$ cat src/rtl/fifo_uart_tx_pkg.sv
// Shared definitions for the FIFO-draining UART transmitter.
// Holds the FSM state encoding and the default bit period.
package fifo_uart_tx_pkg;

  localparam int unsigned DefaultClksPerBit = 16;

  typedef enum logic [2:0] {
    StIdle  = 3'd0,
    StPop   = 3'd1,
    StLoad  = 3'd2,
    StStart = 3'd3,
    StData  = 3'd4,
    StStop  = 3'd5
  } state_e;

endpackage

$ cat src/rtl/fifo_uart_tx_baud_tick_gen.sv
// Bit-period counter shared by the START, DATA and STOP phases.
//   clk      : system clock, rising edge
//   rst      : asynchronous active-low reset
//   clear    : hold the counter at zero
//   tick     : high on the last cycle of each bit period (count == CLKS_PER_BIT-1)
//   tick_pre : high one cycle before tick (count == CLKS_PER_BIT-2)
module baud_tick_gen #(
  parameter int unsigned CLKS_PER_BIT = 16
) (
  input  logic clk,
  input  logic rst,
  input  logic clear,
  output logic tick,
  output logic tick_pre
);

  localparam int unsigned CntW = $clog2(CLKS_PER_BIT);

  logic [CntW-1:0] cnt_q, cnt_d;

  assign tick     = (cnt_q == CntW'(CLKS_PER_BIT - 1));
  // Lets the parent raise a registered strobe that lines up with tick.
  assign tick_pre = (cnt_q == CntW'(CLKS_PER_BIT - 2));

  always_comb begin
    cnt_d = cnt_q + CntW'(1);
    if (clear || tick) begin
      cnt_d = '0;
    end
  end

  always_ff @(posedge clk or negedge rst) begin
    if (!rst) begin
      cnt_q <= '0;
    end else begin
      cnt_q <= cnt_d;
    end
  end

endmodule

$ cat src/rtl/fifo_uart_tx.sv
// Drains a byte FIFO and sends each byte as an 8N1 UART frame.
//   clk         : system clock, rising edge
//   rst         : asynchronous active-low reset
//   enable      : permits new frames; a frame in flight always completes
//   buf_out     : FIFO read data, valid the cycle after rd_en
//   buf_empty   : FIFO empty flag
//   rd_en       : one-cycle FIFO pop strobe per byte
//   tx          : serial line, idle high
//   busy        : high from the pop through the end of the stop bit
//   tx_done     : one-cycle pulse on the last cycle of the stop bit
//   frame_count : frames completed since reset, wrapping
module fifo_uart_tx
  import fifo_uart_tx_pkg::*;
#(
  parameter int unsigned CLKS_PER_BIT = DefaultClksPerBit,
  parameter int unsigned DATA_W       = 8
) (
  input  logic              clk,
  input  logic              rst,
  input  logic              enable,
  input  logic [DATA_W-1:0] buf_out,
  input  logic              buf_empty,
  output logic              rd_en,
  output logic              tx,
  output logic              busy,
  output logic              tx_done,
  output logic [15:0]       frame_count
);

  localparam int unsigned IdxW = $clog2(DATA_W);

  state_e            state_q, state_d;
  logic [DATA_W-1:0] shift_q, shift_d;
  logic [IdxW-1:0]   idx_q, idx_d;
  logic [15:0]       count_q, count_d;
  logic              tx_q, tx_d;
  logic              rd_en_q, busy_q, tx_done_q, tx_done_d;
  logic              tick, tick_pre, baud_clear;

  // Counter runs only while a bit is on the line; LOAD leaves it at zero for START.
  assign baud_clear = !(state_q inside {StStart, StData, StStop});

  baud_tick_gen #(
    .CLKS_PER_BIT(CLKS_PER_BIT)
  ) u_baud (
    .clk     (clk),
    .rst     (rst),
    .clear   (baud_clear),
    .tick    (tick),
    .tick_pre(tick_pre)
  );

  always_comb begin
    state_d   = state_q;
    shift_d   = shift_q;
    idx_d     = idx_q;
    count_d   = count_q;
    tx_done_d = 1'b0;
    case (state_q)
      StIdle: begin
        if (enable && !buf_empty) begin
          state_d = StPop;
        end
      end
      StPop: state_d = StLoad;
      StLoad: begin
        shift_d = buf_out;
        idx_d   = '0;
        state_d = StStart;
      end
      StStart: begin
        if (tick) begin
          state_d = StData;
        end
      end
      StData: begin
        if (tick) begin
          if (idx_q == IdxW'(DATA_W - 1)) begin
            state_d = StStop;
          end else begin
            idx_d   = idx_q + IdxW'(1);
            shift_d = shift_q >> 1;
          end
        end
      end
      StStop: begin
        // Registered strobe/count land on the final stop cycle.
        if (tick_pre) begin
          tx_done_d = 1'b1;
          count_d   = count_q + 16'd1;
        end
        if (tick) begin
          state_d = (enable && !buf_empty) ? StPop : StIdle;
        end
      end
      default: state_d = StIdle;
    endcase

    // Line level is decoded from the next state so tx stays a flop output.
    tx_d = 1'b1;
    if (state_d == StStart) begin
      tx_d = 1'b0;
    end else if (state_d == StData) begin
      tx_d = shift_d[0];
    end
  end

  always_ff @(posedge clk or negedge rst) begin
    if (!rst) begin
      state_q   <= StIdle;
      shift_q   <= '0;
      idx_q     <= '0;
      count_q   <= '0;
      tx_q      <= 1'b1;
      rd_en_q   <= 1'b0;
      busy_q    <= 1'b0;
      tx_done_q <= 1'b0;
    end else begin
      state_q   <= state_d;
      shift_q   <= shift_d;
      idx_q     <= idx_d;
      count_q   <= count_d;
      tx_q      <= tx_d;
      rd_en_q   <= (state_d == StPop);
      busy_q    <= (state_d != StIdle);
      tx_done_q <= tx_done_d;
    end
  end

  assign rd_en       = rd_en_q;
  assign tx          = tx_q;
  assign busy        = busy_q;
  assign tx_done     = tx_done_q;
  assign frame_count = count_q;

endmodule

$ cat config.mk
export PLATFORM = sky130hd
export DESIGN_NAME = fifo_uart_tx
export DESIGN_NICKNAME = d
export VERILOG_FILES = /design/src/rtl/fifo_uart_tx_pkg.sv /design/src/rtl/fifo_uart_tx_baud_tick_gen.sv /design/src/rtl/fifo_uart_tx.sv
export SDC_FILE = /design/constraint.sdc
export NUM_CORES = 1
export LEC_CHECK = 0
export BUFFER_PORTS_ARGS = -buffer_cell sky130_fd_sc_hd__buf_2
export CAP_MARGIN = 20
export CORE_MARGIN = 2
export CORE_UTILIZATION = 35
export CTS_CLUSTER_DIAMETER = 120
export DETAILED_ROUTE_END_ITERATION = 8
export SLEW_MARGIN = 20
export SYNTH_ARGS = -nofsm -noshare
export SYNTH_HDL_FRONTEND = slang
export SYNTH_SLANG_ARGS = --single-unit
$ cat constraint.sdc
create_clock -name clk -period 4.5 [get_ports clk]
set_clock_uncertainty 0.2 [all_clocks]
set_input_delay 0.9 -clock clk [delete_from_list [all_inputs] [get_ports clk]]
set_output_delay 0.9 -clock clk [all_outputs]
set_load 0.05 [all_outputs]
==> results.md, run 1 <==
Floorplanning:
- The count of boundary I/O pins is 32.
- In this run the standard cell core region covers 4790 sq um.
- The area enclosed by the die boundary is 5580 sq um.
- The height of the die is 74.7 um.
- The width of the die is 74.7 um.
- The initial cell density of the core is 36.5%.
- The number of core rows is 25.

Critical path:
- The reg-to-reg endpoint is frame_count[11]$_DFFE_PN0P_.
- The data arrival time at the worst-slack endpoint is 1070 ps.
- For this run, the slowest stage of the critical path takes 530 ps.
- Broken down by cell family, the worst path's largest delay share belongs to flip-flops.
- The critical path buffer and inverter count is 1.
- The number of cells on the worst reg-to-reg path is 4.
- The worst setup path is captured at an output pin.
- The slowest stage cell on the critical path is dfstp_2.
- The data required time of the critical path is 3400 ps.
- STA classifies the critical path startpoint as a flip-flop.
- The origin of the critical flop-to-flop path is state_q[0]$_DFF_PN0_.
- The setup slack of the most critical reg-to-reg path is 2380 ps.
- The type of the worst setup path is flip-flop to output pin.
- Along the worst path, the maximum fanout reaches 1.
- The signal on the critical path passes through buf_2.

Placement:
- Before CTS, the worst setup slack after placement is 2410 ps.
- Buffers placed on the I/O ports in this run total 31.
- The routability congestion estimate from global placement is 0.737.
- The placed instances occupy a cell area of 1970 sq um.
- The HPWL reported at the end of detailed placement is 2.26 mm.

Final layout:
- The cell area after layout is 2060 sq um.
- The number of antenna repair diodes is 0.
- The area taken by multi-input logic gates is 767 sq um.
- The area growth from synthesis to layout is 17.6%.
- The final net count is 212.
- The count of fill cells added during filler insertion is 468.
- Across the whole layout, storage elements account for 952 sq um.
- Of the cells placed in the final design, the portion with a size suffix greater than 1 is 24.0%.

Synth:
- The flop and latch count out of synthesis is 38.
- The synthesized instance count is 162.
- The combinational family with the most area after synthesis is simple AND/OR/NAND/NOR gates.
- Dividing the synthesized area by the synthesized cell count gives 10.8 sq um.
- The synthesized design contains 0 enable-type register cells.
- The most used standard cell by instance count after synthesis is dfrtp_1.
- The distinct cell type count after synthesis is 35.
- The prevailing post-synth register cell is dfrtp_1.
- The synthesized netlist devotes 20.9% of its cell area to simple gates.
- The sequential area share after synthesis is 54.4%.
- During synthesis, Yosys emitted a total of 0 warnings.
- dfrtp_1 takes more of the synthesized area than any other cell.
- The number of nets in the synthesized netlist is 179.
- The commonest cells after synthesis are dfrtp_1 (37), nand2_1 (25), nor2_1 (11).
- For this run, asynchronously set or reset flops after synthesis account for 100%.
- After synthesis, the share of cell area in mux cells is 1.29%.
- The share of the synthesized area in the top cell type is 52.9%.
- Summing the areas of all compound-gate instances in the mapped netlist gives 9.59% of the synthesized area.
- The post-synthesis xor/xnor area fraction is 8.51%.
- After synthesis, the cell types taking the most area are dfrtp_1 (53%), nand2_1 (5.4%), xnor2_1 (5.0%), ha_1 (3.6%), xor2_1 (3.5%).
- The fraction of the mapped netlist area in adder cells is 3.58%.
- After synthesis the cells add up to 1750 sq um.

STA:
- For this run, the top clock speed supported by timing is 460 MHz.
- Setup repair after global routing left no endpoint under its margin.
- The share of the clock period used by the worst path after layout is 48.3%.
- The final number of setup-violating endpoints is 0.
- The count of pins over their slew limit is 0.
- In the post-route analysis, the smallest setup slack over all paths is 2330 ps.
- Summed over all failing endpoints, the final setup total negative slack is 0 ps.
- The final hold violation count is 0.
- The time the final worst path needs with I/O delays and setup is 2170 ps.
- Headroom to the max-slew limit came out at 44.8%.
- The worst slack on hold paths is 278 ps.
- At the pin with the least slew margin, the transition time is 828 ps.

Clock tree:
- The number of sinks handled by clock tree synthesis is 38.
- The H-tree was split into 2 levels.
- The post-CTS clock slew at the launch and capture registers of the worst setup and hold paths is 70 ps.
- The clock reaches the later pin of the worst-skew pair after 290 ps.
- For this design, the CTS-stage hold fixing added 0 buffers.
- The clock passes through at most 2 buffers.
- The clock buffer count from CTS is 5.
- The library cell used as clock root buffer is clkbuf_8.
- The number of cells upsized or downsized after cts is 0.
- Buffers added to address setup during post-CTS repair amount to 0.
- TritonCTS built the clock tree.

GRT:
- The first global-routing pass estimated 5.26 mm of wire.
- The number of antenna violations at the first check in global routing came to 0.
- The via count of the first global-routing pass is 1,149.
- The largest net degree at the start of global routing is 39.
- The total congestion overflow after global routing is 0.
- The total global routing track utilization is 12.7%.

Detailed routing:
- The starting DRC count in detailed routing is 70.
- The routed length per instance is 12.0 um.
- Summed over all layers, the routed wires come to 3.17 mm.
- For this run, design rule violations remaining after detail routing come to 0.
- The residual antenna-violating net count after detailed routing is 0.
- The via count is 1,253.
- The ratio of routed vias to standard cells is 4.76.
- The number of iterations in the first detailed-routing pass is 4.

Min path:
- The startpoint of the most critical hold path is frame_count[15]$_DFFE_PN0P_.
- Along the worst hold path, the cell count comes to 1.
- The path category of the worst min-delay check is flip-flop to flip-flop.
- The end point of the worst hold path is frame_count[15]$_DFFE_PN0P_.

Power and ir drop:
- The analysis attributes to cell leakage a power of 1.01 nW.
- For this design the ratio of total power to cell area is 439 nW/um^2.
- Total power for the finished layout comes to 0.000904 W.
- The largest voltage drop on the vdd net is 0.000158 V.

Outcome:
- The run finished with clean final reports.

Run:
- The number of max-cap violations is 0.
## worst max-delay path by stage
stage / from / end / depth (start not counted)
4_1_cts: tx$_DFF_PN1_ / tx / 1
3_5_place_dp: state_q[0]$_DFF_PN0_ / frame_count[11]$_DFFE_PN0P_ / 4
2_1_floorplan: frame_count[0]$_DFFE_PN0P_ / frame_count[12]$_DFFE_PN0P_ / 5
5_1_grt: state_q[0]$_DFF_PN0_ / frame_count[11]$_DFFE_PN0P_ / 4
6_report: tx$_DFF_PN1_ / tx / 1
3_3_place_gp: state_q[0]$_DFF_PN0_ / frame_count[12]$_DFFE_PN0P_ / 4
## area by class of cell
class	count	share of cell area [%]
clock buffer	7	4.20
inverter	2	0.365
clock inverter	1	0.243
sequential	38	46.3
timing repair buffer	31	7.54
tap	67	4.08
multi-input combinational	117	37.3
## cells in the final DEF (no fill, tap or decap), types with 2 or more instances in the layout
| cell | instances |
|---|---|
| dfrtp_1 | 37 |
| buf_2 | 31 |
| nand2_1 | 25 |
| nor2_1 | 11 |
| xnor2_1 | 10 |
| nand4_1 | 7 |
| xor2_1 | 7 |
| a22oi_1 | 6 |
| clkbuf_8 | 6 |
| o21ai_0 | 5 |
| nand3_1 | 5 |
| ha_1 | 5 |
| nor2b_1 | 4 |
| and3_1 | 4 |
| nand2b_1 | 4 |
| a21oi_1 | 3 |
| nor3_2 | 3 |
| inv_1 | 2 |
| a2bb2oi_1 | 2 |
| mux2_2 | 2 |
## registers in the layout, summed over array words and instances, names as in the netlist, 3 cells and up
name,cells
frame_count,16
idx_q,3
shift_q,8
state_q,3
u_baud.cnt_q,4
## stage by stage
stage,utilization [%],cells
finish,43.0,263
CTS,43.0,263
global placement,41.1,255
detailed placement,41.1,255
global route,43.0,263
floorplan,-,162
## cell families (layout without fill, tap and decap cells)
family                     Yosys count  count (layout)
and+or+nand+nor                     70              70
buffers and inverters                7              41
AOI/OAI and AO/OA                   23              23
DFF                                 38              38
muxes                                2               2
adders and majority gates            5               5
xor gates and xnor gates            17              17
## metal layers
metal | wire (um) | vias to the layer above | GRT usage, %
li1 | - | 636 | -
met1 | 1510 | 591 | 17.4
met2 | 1480 | 21 | 18.2
met3 | 116 | 5 | 3.35
met4 | 60 | 0 | 7.14
met5 | 0 | - | 0
## power breakdown
| part | total, W | internal [W] | switching, W | leakage, nW |
|---|---|---|---|---|
| registers | 0.000465 | 0.000408 | 0.0000572 | 0.492 |
| logic | 0.000202 | 0.0000890 | 0.000113 | 0.468 |
| clock network | 0.000237 | 0.000124 | 0.000113 | 0.0482 |
| total | 0.000904 | 0.000621 | 0.000283 | 1.01 |
No activity file was read; power rests on OpenSTA's default activity.
==> run 2: changes to the inputs <==
- ABC_AREA: default -> 1
- clock period: 4.5 -> 2.3 ns (I/O delays scaled with it)
==> run 2 against run 1 <==
Compared with the run above: critical path depth is 6 higher; sequential power is 46% higher; synthesized cell count is 41% higher; utilization is 1.0 points lower; die area is 11% higher; largest cell class unchanged; largest power group unchanged.
==> results.md, run 2 <==
Critical path:
- The slowest stage cell on the critical path is dfrtp_1.
- The worst setup path is launched from a flip-flop.
- STA puts the critical path data arrival time at 1710 ps.
- The critical path goes through inv_1 > ha_1 > nand3_2 > nor2_8 > nand4_2 > o21ai_1 > nand2_1.
- The type of destination of the critical path is a flip-flop.
- At the worst endpoint, the required time is 2280 ps.
- The origin of the critical flop-to-flop path is u_baud.cnt_q[0]$_DFF_PN0_.
- Of all nets on the critical path, the largest fanout is 19.
- The reg-to-reg endpoint is frame_count[10]$_DFFE_PN0P_.
- The setup slack of the most critical reg-to-reg path is 560 ps.
- Measured in cells, the most critical reg-to-reg path has a length of 7.
- The type of the worst setup path is flip-flop to flip-flop.
- The largest single stage delay on the critical path is 410 ps.

Floorplanning:
- The count of boundary I/O pins is 32.
- For this configuration, the core starts out at a cell density of 35.7%.
- The total core area is 5440 sq um.
- The height of the die is 78.5 um.
- The floorplan step defined a die boundary enclosing 6170 sq um.
- From left edge to right edge, the die measures 78.5 um.
- The number of core rows is 27.

GRT:
- The global-route wire length before repair is 6.79 mm.
- The via count of the first global-routing pass came to 1,487.
- The total congestion overflow after global routing is 0.
- The largest net degree at the start of global routing is 39.
- The number of antenna violations at the first check in global routing was 0.
- The total global routing track utilization is 14.0%.

STA:
- Subtracting the final worst setup slack from the clock period gives 1740 ps.
- Setup repair after global routing left no endpoint under its margin.
- The measured slew at the worst slew-check pin is 477 ps.
- The final hold violation count was 0.
- The worst path uses 75.6% of the clock period.
- The final number of setup-violating endpoints is 0.
- The count of pins over their slew limit is 0.
- Static timing analysis puts the maximum clock frequency at 575 MHz.
- The relative slew slack is 68.2%.
- Summed over all failing endpoints, the final setup total negative slack is 0 ps.

Synth:
- In the synthesized netlist the dominant register cell turns out to be dfrtp_1.
- The post-synthesis xor/xnor area fraction is 6.31%.
- The combinational family with the most area after synthesis is simple AND/OR/NAND/NOR gates.
- The average footprint of a synthesized cell is 8.53 sq um.
- The synthesized design contains 0 enable-type register cells.
- Yosys printed 0 warnings.
- When the netlist entered floorplanning its net count stood at 245.
- The area fraction in compound gates after synthesis is 5.15%.
- Sequential cells were found to cover 49.0% of the synthesized design area.
- The fraction of the mapped netlist area in adder cells is 3.22%.
- The biggest area contributor in the post-synthesis netlist is dfrtp_1.
- After synthesis, the share of cell area in mux cells is 0%.
- The fraction of synthesis flops using an asynchronous set or reset pin is 100%.
- After synthesis, the most frequently instantiated cells are nand2_1 (80), dfrtp_1 (37), nor2_1 (23).
- The distinct cell type count after synthesis is 28.
- The area share of and/or/nand/nor cells after synthesis is 31.9%.
- Counting flops and latches in the post-synthesis netlist gives 38.
- The share of the synthesized area in the top cell type is 47.6%.
- The most used standard cell by instance count after synthesis is nand2_1.
- After technology mapping, the gate count stands at 228.
- Summing every instance area after synthesis gives 1940 sq um.
- In the post-synthesis netlist, the biggest area contributors are dfrtp_1 (48%), nand2_1 (15%), xor2_1 (5.0%), nor2_1 (4.4%), inv_1 (3.7%).

Power and ir drop:
- The portion of total power attributed to the clock network is 40.0%.
- The analysis attributes to cell leakage a power of 1.18 nW.
- In this run, the combinational gates consume 3.0% of the power.
- The largest voltage drop on the vdd net is 0.000295 V.
- The share of total power consumed by net switching is 21.9%.
- The power density over the cells is 522 nW/um^2.
- The total power of the final layout is 0.00119 W.
- For this design the total switching power over the nets is 0.000260 W.
- Cell internal power was estimated by the tool at 0.000930 W.
- The part of the power in registers is 57.1%.

Detailed routing:
- The first TritonRoute pass finished after 5 iterations.
- After detailed routing, the number of vias per cell comes to 4.56.
- The residual antenna-violating net count after detailed routing is 0.
- After detailed routing, the total wire length is 3.75 mm.
- The remaining design rule violation count is 0.
- The via count is 1,545.
- Dividing the detail-routed wire length by the instance count gives 11.1 um.
- The starting DRC count in detailed routing is 48.

Clock tree:
- The number of buffers inserted to repair setup after CTS is 0.
- The count of hold buffers inserted by post-cts repair is 0.
- In this run the deepest clock path goes through 2 buffers.
- The library cell used as clock root buffer is clkbuf_8.
- The clock tree from TritonCTS is done.
- The later pin in the worst-skew pair is clocked with a latency of 290 ps.
- Counting every sink on the clock net gives 38.
- The number of H-tree levels is 2.
- Clock tree synthesis inserted a total of 5 buffers.
- The post-CTS clock slew at the launch and capture registers of the worst setup and hold paths is 70 ps.
- The number of gates resized after CTS was 0.

Final layout:
- The register with the most flip-flops in the layout has 16 of them.
- The library cell used most frequently in the layout, excluding fill and tap cells, is nand2_1.
- Across the whole layout, storage elements account for 952 sq um.
- The number of antenna repair diodes is 0.
- In the layout the commonest cells are nand2_1 (80), dfrtp_1 (37), buf_2 (31).
- The area taken by multi-input logic gates is 906 sq um.
- After filler insertion, the fill cell instance count of the layout stands at 549.
- The final net count is 283.
- Cells with a size suffix above 1 make up 19.9% of the layout.
- From synthesis to final layout, the design area changed by 17.3%.

Placement:
- Input and output buffers added on the ports amount to 31.
- The HPWL reported at the end of detailed placement is 2.71 mm.
- At the end of routability-driven placement, the weighted congestion stood at 0.752.

Outcome:
- The flow ran to the end, and the final reports show no timing, DRC or antenna violations.

Run:
- Max-cap violations in this run came to 0.

Min path:
- The path category of the worst min-delay check is input pin to asynchronous set/reset pin.
run 2: cell types whose count changed in the layout (fill, tap and decap cells not counted), moves of 3 or more:
cell,delta
nand2_1,+55
inv_1,+17
nor2_1,+12
xnor2_1,-7
nand3_1,+5
nand4_1,-5
and3_1,-4
nand2b_1,-4
nor2b_1,-4
xor2_1,+4
nand3b_1,+3
run 2: worst max-delay path: cells and delay by family, from the launching register on:
family                     cells  cell delay (ps)
adders and majority gates      1              160
buffers and inverters          1               70
AOI/OAI and AO/OA              1              150
and+or+nand+nor                4              640
DFF                            1              410
run 2: logic make-up (layout without fill, tap and decap cells):
kind of cell	count (synthesis)	after routing
buf+inv	22	61
xor+xnor	14	14
flops	38	38
compound gates	16	16
fa+ha+maj	5	5
simple gates	133	133
run 2: final cells by class:
| type | count | area share (%) |
|---|---|---|
| inverters | 21 | 3.46 |
| repair buffers | 32 | 7.13 |
| clock buffers | 7 | 3.78 |
| flip-flops and latches | 38 | 41.7 |
| well taps | 72 | 3.95 |
| multi-input cells | 168 | 39.7 |
| clock inverters | 1 | 0.219 |
run 2: how the worst max path moves through the flow:
stage                                    start                     endpoint  slack, ps
global route        frame_count[0]$_DFFE_PN0P_  frame_count[14]$_DFFE_PN0P_        400
floorplan           frame_count[0]$_DFFE_PN0P_  frame_count[14]$_DFFE_PN0P_        440
CTS                       idx_q[0]$_DFFE_PN0P_         idx_q[0]$_DFFE_PN0P_        550
finish               u_baud.cnt_q[0]$_DFF_PN0_  frame_count[10]$_DFFE_PN0P_        560
detailed placement        idx_q[0]$_DFFE_PN0P_         idx_q[0]$_DFFE_PN0P_        560
global placement          idx_q[0]$_DFFE_PN0P_         idx_q[0]$_DFFE_PN0P_        590
run 2: stage by stage:
stage	util, %	hold slack, ps	setup slack, ps	cells	cell area [sq um]
after detailed placement	40.3	262	560	331	2190
final	41.9	5.95	562	339	2280
after CTS	41.9	21.9	552	339	2280
after global placement	40.3	264	588	331	2190
after floorplan	-	-35.6	437	228	1940
after global routing	41.9	59.2	401	339	2280
run 2: routing by layer:
layer	part of all wire (%)	track usage [%]	vias to the layer above
li1	-	-	800
met1	49	18.7	719
met2	46	21.9	20
met3	2.8	2.76	6
met4	2.1	6.32	0
met5	0	0	-
run 2: power by group through the flow:
stage | Sequential (W) | Clock [W] | Combinational, W
2_1_floorplan | 0.000695 | 0 | 0.00000751
3_3_place_gp | 0.000692 | 0 | 0.0000369
3_5_place_dp | 0.000692 | 0 | 0.0000372
4_1_cts | 0.000679 | 0.000495 | 0.0000372
5_1_grt | 0.000680 | 0.000521 | 0.0000416
6_report | 0.000679 | 0.000475 | 0.0000354
==> run 3: changes to the inputs <==
- clock period: 2.3 -> 1.65 ns (I/O delays scaled with it)
==> run 3 against run 2 <==
Compared with the run above: utilization is 4.5 points higher; sequential cell count is the same; first-iteration DRC count is 38% higher; setup slack got worse by 510 ps; clock power rose by 30%; cell count up 4.4%.
==> results.md, run 3 (synthesized netlist as in run 2, its figures left out) <==
Critical path:
- For the worst flop-to-flop path, the logic depth is 7.
- The reg-to-reg endpoint is rd_en$_DFF_PN0_.
- The type of the worst setup path is flip-flop to flip-flop.
- The maximum cell stage delay along the critical path is 390 ps.
- The launching element type of the critical path is a flip-flop.
- The most critical setup path has its endpoint at rd_en$_DFF_PN0_.
- Tracing the worst setup path back leads to its startpoint at u_baud.cnt_q[0]$_DFF_PN0_.
- The origin of the critical flop-to-flop path is u_baud.cnt_q[0]$_DFF_PN0_.
- At the worst endpoint, the arrival time is 1620 ps.
- Of all nets on the critical path, the largest fanout is 5.
- Among all stages on the critical path, the largest delay is contributed by dfrtp_1.
- The setup slack of the most critical reg-to-reg path is 50 ps.
- The data required time of the critical path is 1670 ps.
- Traced cell by cell, the critical path runs through ha_2 > nand3_4 > buf_6 > o21bai_1 > nand2_1 > nand2_2 > nor2_2.
- The type of destination of the critical path is a flip-flop.

STA:
- The final number of setup-violating endpoints is 0.
- The share of the clock period used by the worst path after layout is 96.8%.
- In this run the tightest slew margin relative to its limit is 78.0%.
- Setup repair after global routing could not meet its margin everywhere.
- The final hold violation count was 0.
- For this run, the top clock speed supported by timing is 626 MHz.
- The count of pins over their slew limit is 0.
- The time the final worst path needs with I/O delays and setup is 1600 ps.
- The measured slew at the worst slew-check pin is 331 ps.

GRT:
- The total global routing track utilization is 14.5%.
- The via count of the first global-routing pass is 1,599.
- The global-route wire length before repair is 6.97 mm.
- The number of antenna violations at the first check in global routing came to 0.
- The largest net degree at the start of global routing is 27.
- Global routing finished with a remaining overflow of 0.

Clock tree:
- The library cell used as clock root buffer is clkbuf_8.
- The clock tree from TritonCTS is done.
- Clock-pin slew was measured on the worst setup and hold paths at 70 ps.
- The later pin in the worst-skew pair is clocked with a latency of 290 ps.
- The number of sinks handled by clock tree synthesis is 38.
- The buffer levels on the longest clock path is 2.
- In this run, CTS created clock tree buffers numbering 5.
- The clock tree synthesis step divided the H-tree into 2 levels.

Detailed routing:
- The residual antenna-violating net count after detailed routing is 0.
- For this block, the initial DRC count from the detailed router was 66.
- The number of iterations in the first detailed-routing pass is 4.
- The routed length per instance is 11.7 um.
- The via count is 1,632.
- The routed design has 4.15 mm of wire.
- For this run, design rule violations remaining after detail routing come to 0.
- The ratio of routed vias to standard cells is 4.61.

Final layout:
- The fraction of layout cells with a size suffix above 1 is 30.9%.
- The number of antenna repair diodes is 0.
- The count of fill cells added during filler insertion is 529.
- For this run, the number of standard cells in the final layout without fillers is 354.
- The area growth from synthesis to layout is 30.0%.
- The register with the most flip-flops in the layout has 16 of them.
- Summing all multi-input logic gate instances after layout gives 1030 sq um.
- In the layout the commonest cells are nand2_1 (78), dfrtp_1 (33), buf_2 (31).
- The most common cell after layout, fill and taps aside is nand2_1.
- Registers take 957 sq um.
- The final layout contains 298 nets.

Placement:
- After detailed placement, the design holds a cell count of 339.
- The HPWL reported at the end of detailed placement is 2.95 mm.
- Port buffering added 31 buffers.
- At the end of routability-driven placement, the weighted congestion stood at 0.790.

Floorplanning:
- The count of boundary I/O pins is 32.
- The initial cell density of the core is 35.7%.
- The floorplan step set the die height to 78.5 um.
- After floorplanning, the core was sized to cover 5440 sq um.
- The area enclosed by the die boundary is 6170 sq um.
- The die is 78.5 um wide.
- The number of core rows is 27.

Outcome:
- The flow ran to the end, and the final reports show no timing, DRC or antenna violations.

Run:
- The tool flagged a number of max-cap violations equal to 0.

Power and ir drop:
- For this design the static power due to leakage is 1.25 nW.
- The total power of the final layout is 0.00162 W.
- The largest voltage drop on the vdd net is 0.000276 V.
- The power density over the cells is 643 nW/um^2.

Min path:
- The worst hold path belongs to the class input pin to flip-flop.
## run 3: how the worst min path moves through the flow
stage               startpoint                      to  slack, ps  cells after the start
finish              buf_out[7]  shift_q[7]$_DFFE_PN0P_         50                      3
global route        buf_out[1]  shift_q[1]$_DFFE_PN0P_         70                      3
CTS                 buf_out[7]  shift_q[7]$_DFFE_PN0P_         50                      3
detailed placement         rst  shift_q[7]$_DFFE_PN0P_         50                      1
global placement           rst  shift_q[7]$_DFFE_PN0P_         50                      1
floorplan                  rst          busy$_DFF_PN0_       -170                      0
## run 3: metrics by stage
stage	util (%)	instance area, sq um	worst slack [ps]	setup TNS (ps)	hold WS, ps
after floorplan	-	1950	-31.1	-31.1	-166
after global placement	41.7	2270	7.87	0	49.7
after detailed placement	41.7	2270	-33.9	-67.7	50.9
after CTS	43.4	2360	4.22	0	46.6
after global routing	46.5	2530	-19.6	-78.0	72.6
final	46.5	2530	53.3	0	50.5
## run 3: routing by layer
layer / global-route usage [%] / vias to the layer above / part of all wire (%)
li1: - / 829 / -
met3: 2.76 / 7 / 2.8
met2: 23.3 / 21 / 47
met4: 7.37 / 0 / 2.1
met5: 0 / - / 0
met1: 18.5 / 775 / 48
## run 3: where the power goes
part / internal, W / leakage (nW) / switching [W]
clock: 0.000300 / 0.0395 / 0.000317
combinational: 0.0000243 / 0.741 / 0.0000354
sequential: 0.000942 / 0.471 / 0.00000612
total: 0.00127 / 1.25 / 0.000358
## run 3: timing repair
action | in CTS | in global routing
resized for setup | 2 | 26
hold buffers | 1 | 0
setup buffers | 0 | 5
hold endpoints to repair | 11 | 0
pin swaps | 1 | 6
gates cloned | 0 | 1
setup endpoints to repair | 7 | 27
## run 3: cell type report
class                   count  share of cell area [%]
clock buffers               8                    3.17
inverters                  21                    3.22
multi-input cells         169                    40.7
flip-flops and latches     38                    37.9
well taps                  72                    3.56
repair buffers             46                    11.5
## run 3: worst max-delay path, delay by kind of cell, from the launching register on
kind | cells | cell delay, ps
and+or+nand+nor | 4 | 420
buffers and inverters | 1 | 150
DFF | 1 | 390
AOI/OAI and AO/OA | 1 | 140
adders and majority gates | 1 | 230
